**src/rtl/trig_pkg.sv**
```systemverilog
// Shared types and default timing constants for the trigger-level controls
// (also reused by the display/marker blocks).
package trig_pkg;

    typedef enum logic [1:0] {IDLE, HOLD, REPEAT} trig_state_e;
    typedef enum logic [1:0] {NONE, UP, DN}       trig_req_e;

    localparam int unsigned DEF_LEVEL_W      = 12;
    localparam int unsigned DEF_STEP         = 256;
    localparam int unsigned DEF_RESET_LEVEL  = 1536;
    localparam int unsigned DEF_DEBOUNCE_CYC = 10000;
    localparam int unsigned DEF_HOLD_CYC     = 5000000;
    localparam int unsigned DEF_REPEAT_CYC   = 1000000;

    function automatic int unsigned max3(input int unsigned a, input int unsigned b,
                                         input int unsigned c);
        int unsigned m;
        m = (a > b) ? a : b;
        return (m > c) ? m : c;
    endfunction

endpackage

```
**src/rtl/button_debounce.sv**
```systemverilog
// Two-flop synchroniser plus debouncer for one active-low push button.
// pressed_o is the debounced level, 1 = pressed.
module button_debounce
    import trig_pkg::*;
#(
    parameter int unsigned DEBOUNCE_CYC = DEF_DEBOUNCE_CYC
) (
    input  logic clk_i,
    input  logic rst_i,
    input  logic button_n_i,
    output logic pressed_o
);

    localparam int unsigned   CW       = (DEBOUNCE_CYC > 1) ? $clog2(DEBOUNCE_CYC) : 1;
    localparam logic [CW-1:0] CNT_LAST = CW'(DEBOUNCE_CYC - 1);

    logic          meta_q, sync_q;
    logic          state_q, state_d;
    logic [CW-1:0] cnt_q, cnt_d;

    // The counter only runs while the synchronised input disagrees with the
    // accepted state, so any bounce back restarts the stability window.
    always_comb begin
        cnt_d   = '0;
        state_d = state_q;
        if (sync_q != state_q) begin
            if (cnt_q == CNT_LAST) begin
                state_d = sync_q;
            end else begin
                cnt_d = cnt_q + 1'b1;
            end
        end
    end

    always_ff @(posedge clk_i) begin
        if (rst_i) begin
            meta_q  <= 1'b0;
            sync_q  <= 1'b0;
            state_q <= 1'b0;
            cnt_q   <= '0;
        end else begin
            meta_q  <= ~button_n_i;
            sync_q  <= meta_q;
            state_q <= state_d;
            cnt_q   <= cnt_d;
        end
    end

    assign pressed_o = state_q;

endmodule

```
**src/rtl/trigger_level_ctrl.sv**
```systemverilog
// Trigger-threshold controller: two debounced buttons step a saturating level,
// with a single step on press and auto-repeat while held.
module trigger_level_ctrl
    import trig_pkg::*;
#(
    parameter int unsigned LEVEL_W      = DEF_LEVEL_W,
    parameter int unsigned STEP         = DEF_STEP,
    parameter int unsigned RESET_LEVEL  = DEF_RESET_LEVEL,
    parameter int unsigned DEBOUNCE_CYC = DEF_DEBOUNCE_CYC,
    parameter int unsigned HOLD_CYC     = DEF_HOLD_CYC,
    parameter int unsigned REPEAT_CYC   = DEF_REPEAT_CYC
) (
    input  logic               CLK,
    input  logic               RST,
    input  logic               button_u,
    input  logic               button_d,
    output logic [LEVEL_W-1:0] TRIG,
    output logic               LEVEL_STB,
    output logic               AT_MAX,
    output logic               AT_MIN
);

    localparam int unsigned TMAX = max3(DEBOUNCE_CYC, HOLD_CYC, REPEAT_CYC);
    localparam int unsigned TW   = (TMAX > 1) ? $clog2(TMAX) : 1;

    localparam logic [TW-1:0]      HOLD_LAST = TW'(HOLD_CYC - 1);
    localparam logic [TW-1:0]      REP_LAST  = TW'(REPEAT_CYC - 1);
    localparam logic [LEVEL_W-1:0] LMAX      = {LEVEL_W{1'b1}};
    localparam logic [LEVEL_W-1:0] RST_LVL   = LEVEL_W'(RESET_LEVEL);
    localparam logic [LEVEL_W:0]   STEP_W    = (LEVEL_W + 1)'(STEP);

    logic up_pressed, dn_pressed;

    button_debounce #(.DEBOUNCE_CYC(DEBOUNCE_CYC)) u_deb_up (
        .clk_i      (CLK),
        .rst_i      (RST),
        .button_n_i (button_u),
        .pressed_o  (up_pressed)
    );

    button_debounce #(.DEBOUNCE_CYC(DEBOUNCE_CYC)) u_deb_dn (
        .clk_i      (CLK),
        .rst_i      (RST),
        .button_n_i (button_d),
        .pressed_o  (dn_pressed)
    );

    trig_req_e          req, dir_q, dir_d;
    trig_state_e        state_q, state_d;
    logic [TW-1:0]      tmr_q, tmr_d;
    logic               step;
    logic [LEVEL_W:0]   sum, diff;
    logic [LEVEL_W-1:0] trig_q, lvl_d;
    logic               stb_q, at_max_q, at_min_q;

    always_comb begin
        req = NONE;
        if (up_pressed && !dn_pressed) req = UP;
        if (dn_pressed && !up_pressed) req = DN;
    end

    // dir_q is only meaningful outside IDLE; any change of request there,
    // including to NONE, drops back to IDLE without stepping.
    always_comb begin
        state_d = state_q;
        tmr_d   = tmr_q;
        dir_d   = dir_q;
        step    = 1'b0;
        unique case (state_q)
            IDLE: begin
                if (req != NONE) begin
                    step    = 1'b1;
                    dir_d   = req;
                    state_d = HOLD;
                    tmr_d   = '0;
                end
            end
            HOLD: begin
                if (req != dir_q) begin
                    state_d = IDLE;
                end else if (tmr_q == HOLD_LAST) begin
                    step    = 1'b1;
                    state_d = REPEAT;
                    tmr_d   = '0;
                end else begin
                    tmr_d = tmr_q + 1'b1;
                end
            end
            REPEAT: begin
                if (req != dir_q) begin
                    state_d = IDLE;
                end else if (tmr_q == REP_LAST) begin
                    step  = 1'b1;
                    tmr_d = '0;
                end else begin
                    tmr_d = tmr_q + 1'b1;
                end
            end
            default: state_d = IDLE;
        endcase
    end

    // One extra bit catches carry-out (up) and borrow (down) for clamping.
    always_comb begin
        sum   = {1'b0, trig_q} + STEP_W;
        diff  = {1'b0, trig_q} - STEP_W;
        lvl_d = trig_q;
        if (step) begin
            if (dir_d == UP) lvl_d = sum[LEVEL_W]  ? LMAX : sum[LEVEL_W-1:0];
            else             lvl_d = diff[LEVEL_W] ? '0   : diff[LEVEL_W-1:0];
        end
    end

    always_ff @(posedge CLK) begin
        if (RST) begin
            state_q  <= IDLE;
            dir_q    <= NONE;
            tmr_q    <= '0;
            trig_q   <= RST_LVL;
            stb_q    <= 1'b0;
            at_max_q <= (RST_LVL == LMAX);
            at_min_q <= (RST_LVL == '0);
        end else begin
            state_q  <= state_d;
            dir_q    <= dir_d;
            tmr_q    <= tmr_d;
            trig_q   <= lvl_d;
            stb_q    <= (lvl_d != trig_q);
            at_max_q <= (lvl_d == LMAX);
            at_min_q <= (lvl_d == '0);
        end
    end

    assign TRIG      = trig_q;
    assign LEVEL_STB = stb_q;
    assign AT_MAX    = at_max_q;
    assign AT_MIN    = at_min_q;

endmodule

```
**config.mk**
```make
export PLATFORM = sky130hd
export DESIGN_NAME = trigger_level_ctrl
export DESIGN_NICKNAME = d
export VERILOG_FILES = /design/src/rtl/trig_pkg.sv /design/src/rtl/button_debounce.sv /design/src/rtl/trigger_level_ctrl.sv
export SDC_FILE = /design/constraint.sdc
export NUM_CORES = 1
export LEC_CHECK = 0
export BUFFER_PORTS_ARGS = -buffer_cell sky130_fd_sc_hd__buf_2
export CAP_MARGIN = 0
export CELL_PAD_IN_SITES_DETAIL_PLACEMENT = 0
export CELL_PAD_IN_SITES_GLOBAL_PLACEMENT = 1
export CORE_MARGIN = 2
export CORE_UTILIZATION = 46
export DETAILED_ROUTE_END_ITERATION = 12
export GPL_ROUTABILITY_DRIVEN = 0
export GPL_TIMING_DRIVEN = 0
export MAX_ROUTING_LAYER = met4
export PLACE_DENSITY = 0.75
export SLEW_MARGIN = 20
export SYNTH_ARGS = -nofsm -noshare
export SYNTH_HDL_FRONTEND = slang
export SYNTH_SLANG_ARGS = --single-unit
```
**constraint.sdc**
```tcl
create_clock -name CLK -period 3.2 [get_ports CLK]
set_input_delay 0.48 -clock CLK [delete_from_list [all_inputs] [get_ports CLK]]
set_output_delay 0.48 -clock CLK [all_outputs]
set_load 0.01 [all_outputs]
```
# Word level (Yosys, flattened, before mapping)
# Index checks and enable logic that the tools add are counted.
[word_totals]
register_bits = 76
input_bits = 4
out_inout_bits = 15
word_cells = 80
[classes]
add_sub_neg = 5
n_eq_ne = 17
n_mux = 25
bitwise = 4
reduce_logical = 14
[op_table]
columns = ["cell", "count"]
rows = [
  ["23-bit two-way mux", 5],
  ["23-bit one-hot mux with 3 select lines", 1],
  ["12-bit two-way mux", 4],
  ["14-bit by 1-bit adder with 14-bit output (second input constant)", 2],
  ["14-bit equality test (second input constant)", 2],
  ["23-bit by 1-bit adder with 23-bit output (second input constant)", 1],
  ["23-bit by 20-bit equality test with 1-bit output (second input constant)", 1],
  ["23-bit equality test (second input constant)", 1],
  ["2-bit two-way mux", 7],
  ["12-bit by 9-bit adder with 13-bit output (second input constant)", 1],
  ["12-bit by 9-bit subtractor with 13-bit output (second input constant)", 1],
  ["12-bit equality test (second input constant)", 1],
  ["12-bit logical NOT", 1],
  ["12-bit != test", 1],
  ["2-bit != test (second input constant)", 4],
  ["1-bit two-way mux", 6],
  ["2-bit one-hot mux with 3 select lines", 1],
  ["3-bit OR reduction", 2],
  ["2-bit by 1-bit equality test with 1-bit output (second input constant)", 2],
  ["1-bit NOT", 4],
  ["2-bit AND reduction", 2],
  ["4-bit AND reduction", 1],
  ["3-bit != test (second input constant)", 1],
  ["1-bit one-hot mux with 3 select lines", 1],
  ["other kinds (9)", 12],
]

# Depth between registers and ports, before layout
[logic_depth]
word_depth = 11
ltp_mapped = 10
mapped_depth_nobuf = 8

# Hierarchy
# Synthesis repeated with hierarchy kept, for this count alone.
[hier_totals]
cells_unflattened = 432
hier_area_um2 = 3822.4
[modules_own_cells]
columns = ["mod", "instances", "cells_per_inst", "area_each_um2", "seq_area_each_um2"]
rows = [
  ["trigger_level_ctrl", 1, 278, 2373.5, 840.8],
  ["button_debounce", 2, 77, 724.4, 340.3],
]

# Worst setup path before layout
# No wires, ideal clock.
[synth_timing]
path_kind = "flip-flop to flip-flop"
start = "register u_deb_up.state_q (netlist: u_deb_up.pressed_o)"
end = "register at_min_q (netlist: AT_MIN)"
setup_ps = 79
arrival_time_ps = 2551
required_time_ps = 3121
setup_slack_ps = 569
stages_incl_launch_ff = 10
path_buffers = 1
synth_period_minus_slack_ps = 2631
cell_sequence = "dfxtp_1 -> inv_1 -> ha_1 -> xor2_1 -> or2_2 -> or4_4 -> and2_4 -> buf_6 -> or4b_4 -> a211oi_2"
[synth_via]
elab_chain_cells = 10
elab_cells_between_ends = 17
classes_between = "eq/ne (2); mux (10); reduce/logical (5)"
[synth_rtl]
columns = ["item", "line", "text"]
rows = [
  ["start, declared", "button_debounce.sv:18", "logic state_q, state_d;"],
  ["start signal, assigned", "button_debounce.sv:44", "state_q <= state_d;"],
  ["1-bit logical AND or 1-bit logical NOT (tied branches)", "trigger_level_ctrl.sv:58, trigger_level_ctrl.sv:59", ""],
  ["1-bit two-way mux or 1-bit logical AND (tied branches)", "trigger_level_ctrl.sv:58, trigger_level_ctrl.sv:59", ""],
  ["2-bit two-way mux (*)", "trigger_level_ctrl.sv:59", "if (dn_pressed && !up_pressed) req = DN;"],
  ["2-bit nonzero test", "trigger_level_ctrl.sv:71", "if (req != NONE) begin"],
  ["2-bit two-way mux", "trigger_level_ctrl.sv:71", ""],
  ["2-bit two-way mux", "trigger_level_ctrl.sv:69", "unique case (state_q)"],
  ["2-bit by 1-bit equality test with 1-bit output", "trigger_level_ctrl.sv:109", "if (dir_d == UP) lvl_d = sum[LEVEL_W] ? LMAX : sum[LEVEL_W-1:0];"],
  ["12-bit two-way mux", "trigger_level_ctrl.sv:109", ""],
  ["12-bit two-way mux (*)", "trigger_level_ctrl.sv:108", "if (step) begin"],
  ["12-bit logical NOT (*)", "trigger_level_ctrl.sv:130", "at_min_q <= (lvl_d == '0);"],
  ["end signal, assigned", "trigger_level_ctrl.sv:122", "at_min_q <= (RST_LVL == '0);"],
  ["end signal, assigned", "trigger_level_ctrl.sv:130", ""],
  ["end, declared", "trigger_level_ctrl.sv:54", "logic stb_q, at_max_q, at_min_q;"],
]
# Mark *: on every way between the ends. The rest lies on a longest branch, timed or not.
# A chain may end at the register's enable or synchronous reset.

# Final worst setup path
[layout_timing]
start = "register u_deb_dn.state_q (netlist: u_deb_dn.pressed_o)"
end = "register at_max_q (netlist: AT_MAX)"
[layout_via]
elab_chain_cells = 11
elab_cells_between_ends = 17
classes_between = "eq/ne (3); mux (10); reduce/logical (4)"
[layout_rtl]
columns = ["item", "line", "text"]
rows = [
  ["start, declared", "button_debounce.sv:18", ""],
  ["start signal, assigned", "button_debounce.sv:44", ""],
  ["1-bit logical NOT", "trigger_level_ctrl.sv:58", "if (up_pressed && !dn_pressed) req = UP;"],
  ["1-bit logical AND", "trigger_level_ctrl.sv:58", ""],
  ["1-bit two-way mux", "trigger_level_ctrl.sv:58", ""],
  ["2-bit two-way mux (*)", "trigger_level_ctrl.sv:59", ""],
  ["2-bit nonzero test", "trigger_level_ctrl.sv:71", ""],
  ["2-bit two-way mux", "trigger_level_ctrl.sv:71", ""],
  ["2-bit two-way mux", "trigger_level_ctrl.sv:69", ""],
  ["2-bit by 1-bit equality test with 1-bit output", "trigger_level_ctrl.sv:109", ""],
  ["12-bit two-way mux", "trigger_level_ctrl.sv:109", ""],
  ["12-bit two-way mux (*)", "trigger_level_ctrl.sv:108", ""],
  ["12-bit equality test (*)", "trigger_level_ctrl.sv:129", "at_max_q <= (lvl_d == LMAX);"],
  ["end signal, assigned", "trigger_level_ctrl.sv:121", "at_max_q <= (RST_LVL == LMAX);"],
  ["end signal, assigned", "trigger_level_ctrl.sv:129", ""],
  ["end, declared", "trigger_level_ctrl.sv:54", ""],
]
# Marks and branches as above.

==> flow_summary.yaml <==
worst_setup_path:
  cp_max_fo: 9
  crit_family: "multiplexers"
  end_kind: "flop"
  cp.required_ps: 3450
  slowest_delay_ps: 580
  crit_cells: 10
  crit_chain: "inv_1 > ha_1 > nand2b_1 > clkbuf_1 > a21o_1 > buf_2 > mux4_2 > a311oi_1 > mux2i_1 > nor4b_1"
  worst_setup_path_start_kind: "flop"
  r2r_slack_ps: 250
  r2r_cells: 10
  crit_type: "flop to flop"
  worst_ep_arrival_time_ps: 3200
  cp_slowest_cell: "mux4_2"
  regToRegStartpoint: "u_deb_dn.pressed_o"
  r2r-end: "AT_MAX"
  path_buf_inv: 3
routing:
  drt_iter0_markers: 123
  avgRoutedWirePerCell_um: 13.6
  viasPerCell: 5.36
  antenna_left: 0
  wl_mm: 7.89
  vias: 3105
  dr.pass1.iters: 4
  drcViolationCount: 0
pwr:
  ir_drop_uv: 224
  total_power_mw: 1.75
  power_density_nw_per_um2: 419
  p_sw_share_pct: 23.9
  internal_power_mw: 1.33
  power_frac_clock_pct: 41.4
  power_leakage_nw: 1.50
  power_frac_comb_pct: 3.9
  power_frac_seq_pct: 54.7
  p_switching_uw: 417
yosys:
  async_reset_ff_share_pct: 0
  yosys-top-cells-area: "dfxtp_1 40%, nor2_1 8.4%, xnor2_1 7.7%"
  synth_cells: 444
  yosysWarnings: 0
  syn_area_sq_um: 3760
  yosysSeqAreaShare_pct: 40.4
  yosysTopAreaCell: "dfxtp_1"
  netlist.area_leader.share_pct: 40.4
  ys_seq_elements: 76
  syn_avg_cell_area_sq_um: 8.48
  ys_types: 55
  synth-edff-count: 0
  synth.net_count: 459
  synth_flop_cell: "dfxtp_1"
place:
  hpwlAfterDp_mm: 5.67
  placed_area_sq_um: 3980
  io_buffers: 18
  post-place-ws_ps: 264
floorplan:
  dieArea_sq_um: 8920
  start_util_pct: 48.2
  rows: 32
  coreArea_sq_um: 7810
  io_pins: 19
  die_height_um: 94.5
  die_w_um: 94.5
worst_hold_path:
  hold-path-endpoint: "u_deb_dn.meta_q"
  hp-class: "primary input to flop"
  hold_start: "button_d"
  hold_depth: 2
grt:
  grt_start_max_net_pins: 14
  grt_pass1_vias: 2889
  grt_overflow: 0
  grt_pass1_wl_mm: 13.8
  track_usage_pct: 19.9
  antenna_found_initial: 0
sta:
  fin_crit_ps: 2950
  setup_viol: 0
  max_freq_mhz: 339
  rsz0062_at_grt: "false"
  setup_tns_ps: 0
  hold_violations: 0
  fin_skew_ps: 7.25
  slew_viol_final: 0
  fin_crit_sh_pct: 92.2
  worst_slew_pin_slew_ps: 546
  setup_slack_ps: 250
  relSlewSlack_pct: 63.4
cts:
  root_buffer: "clkbuf_8"
  ctsHoldBuffers: 0
  path_clk_slew_ps: 80
  cts_sinks: 76
  clk_latency_ps: 350
  htreeDepth: 3
  cts_buffers: 9
  cts_buffer_depth: 2
  cts_tree: "done"
outcome:
  status: "finished, final reports clean"
finish:
  syn2layout_area_growth_pct: 10.8
  fin_area_sq_um: 4170
  layout-drive-gt1-share_pct: 10.1
  antenna_cells: 0
  nNetsFinal: 488
run:
  drv_cap: 0
routing by layer:
metal / vias to the layer above / wire length [um] / GRT usage (%)
li1: 1602 / - / -
met1: 1455 / 4100 / 27.6
met2: 39 / 3490 / 29.5
met4: 0 / 87 / 4.35
met3: 9 / 211 / 5.03
met5: - / 0 / -
cell usage after synthesis (3+ instances only):
master and count:
clkbuf_1 10, nor2_1 84, and3_1 10, buf_1 3, buf_2 3, ha_1 11, mux2i_1 6, nor4b_1 7
nor2b_1 4, nand2_1 23, inv_1 17, a21oi_1 18, nand2b_1 3, a211oi_1 3, dfxtp_1 76, o21a_1 4
nor4_1 5, a311oi_1 4, nand4_1 19, nand3_1 21, nor3_1 13, xor2_1 17, xnor2_1 33, o21ai_0 12
state kept, by name, summed over array words and instances, names as in the netlist, 2 cells and up:
register	flops
TRIG	12
state_q	2
u_deb_dn.cnt_q	14
u_deb_up.cnt_q	14
tmr_q	23
dir_q	2
power groups by stage:
stage | Clock (mW) | Sequential [mW] | Combinational [mW]
CTS | 0.748 | 0.957 | 0.0689
global route | 0.790 | 0.958 | 0.0781
global placement | 0 | 0.979 | 0.0683
finish | 0.724 | 0.957 | 0.0681
floorplan | 0 | 0.978 | 0.0495
detailed placement | 0 | 0.979 | 0.0682
cell usage in the layout, fill, tap and decap left out, types with 9 or more instances in the layout:
| cell | n |
|---|---|
| nand3_1 | 21 |
| xor2_1 | 17 |
| ha_1 | 11 |
| nand4_1 | 19 |
| nor2_1 | 84 |
| dfxtp_1 | 76 |
| o21ai_0 | 12 |
| buf_2 | 21 |
| nand2_1 | 23 |
| a21oi_1 | 18 |
| xnor2_1 | 33 |
| clkbuf_1 | 9 |
| inv_1 | 17 |
| clkbuf_8 | 9 |
| and3_1 | 10 |
| nor3_1 | 13 |
worst max-delay path by stage:
stage,slack (ps),endpoint,startpoint
floorplan,570,AT_MIN,u_deb_up.pressed_o
global route,3,tmr_q[16],u_deb_up.pressed_o
finish,250,AT_MAX,u_deb_dn.pressed_o
CTS,240,AT_MAX,u_deb_dn.pressed_o
global placement,300,AT_MAX,u_deb_dn.pressed_o
detailed placement,260,AT_MAX,u_deb_dn.pressed_o
worst register-to-register path, cell delays in order (launching register included):
cell	delay (ps)
dfxtp_1	400
inv_1	60
ha_1	300
nand2b_1	100
clkbuf_1	340
a21o_1	160
buf_2	200
mux4_2	580
a311oi_1	310
mux2i_1	150
nor4b_1	260
repair_timing:
action / CTS / global route
buffers inserted: 0 / 0
resized for setup: 0 / 2
setup endpoints to repair: 0 / 1
kinds of logic (layout without fill, tap and decap cells):
logic type / count (synthesis) / in the layout / share of synthesized area, %
adders and majority gates: 11 / 11 / 3.66
buffers and inverters: 34 / 67 / 3.69
muxes: 7 / 7 / 2.19
and+or+nand+nor: 209 / 209 / 28.7
xor gates and xnor gates: 50 / 50 / 11.6
AOI/OAI and AO/OA: 57 / 57 / 9.74
DFF: 76 / 76 / 40.4
area by class of cell:
| cell class | instances | area (sq um) |
|---|---|---|
| plain buffers | 17 | 76.3 |
| clock inverters | 6 | 65.1 |
| well taps | 102 | 128 |
| flip-flops and latches | 76 | 1520 |
| repair buffers | 18 | 90.1 |
| clock buffers | 9 | 124 |
| fillers | 777 | 3640 |
| inverters | 17 | 63.8 |
| multi-input cells | 334 | 2100 |
metrics by stage:
stage	hold slack (ps)	instances	utilization (%)
5_1_grt	268	579	53.4
4_1_cts	278	579	53.4
6_report	292	579	53.4
3_3_place_gp	421	564	51.0
2_1_floorplan	414	444	-
3_5_place_dp	422	564	51.0
No activity file was read; power rests on OpenSTA's default activity.
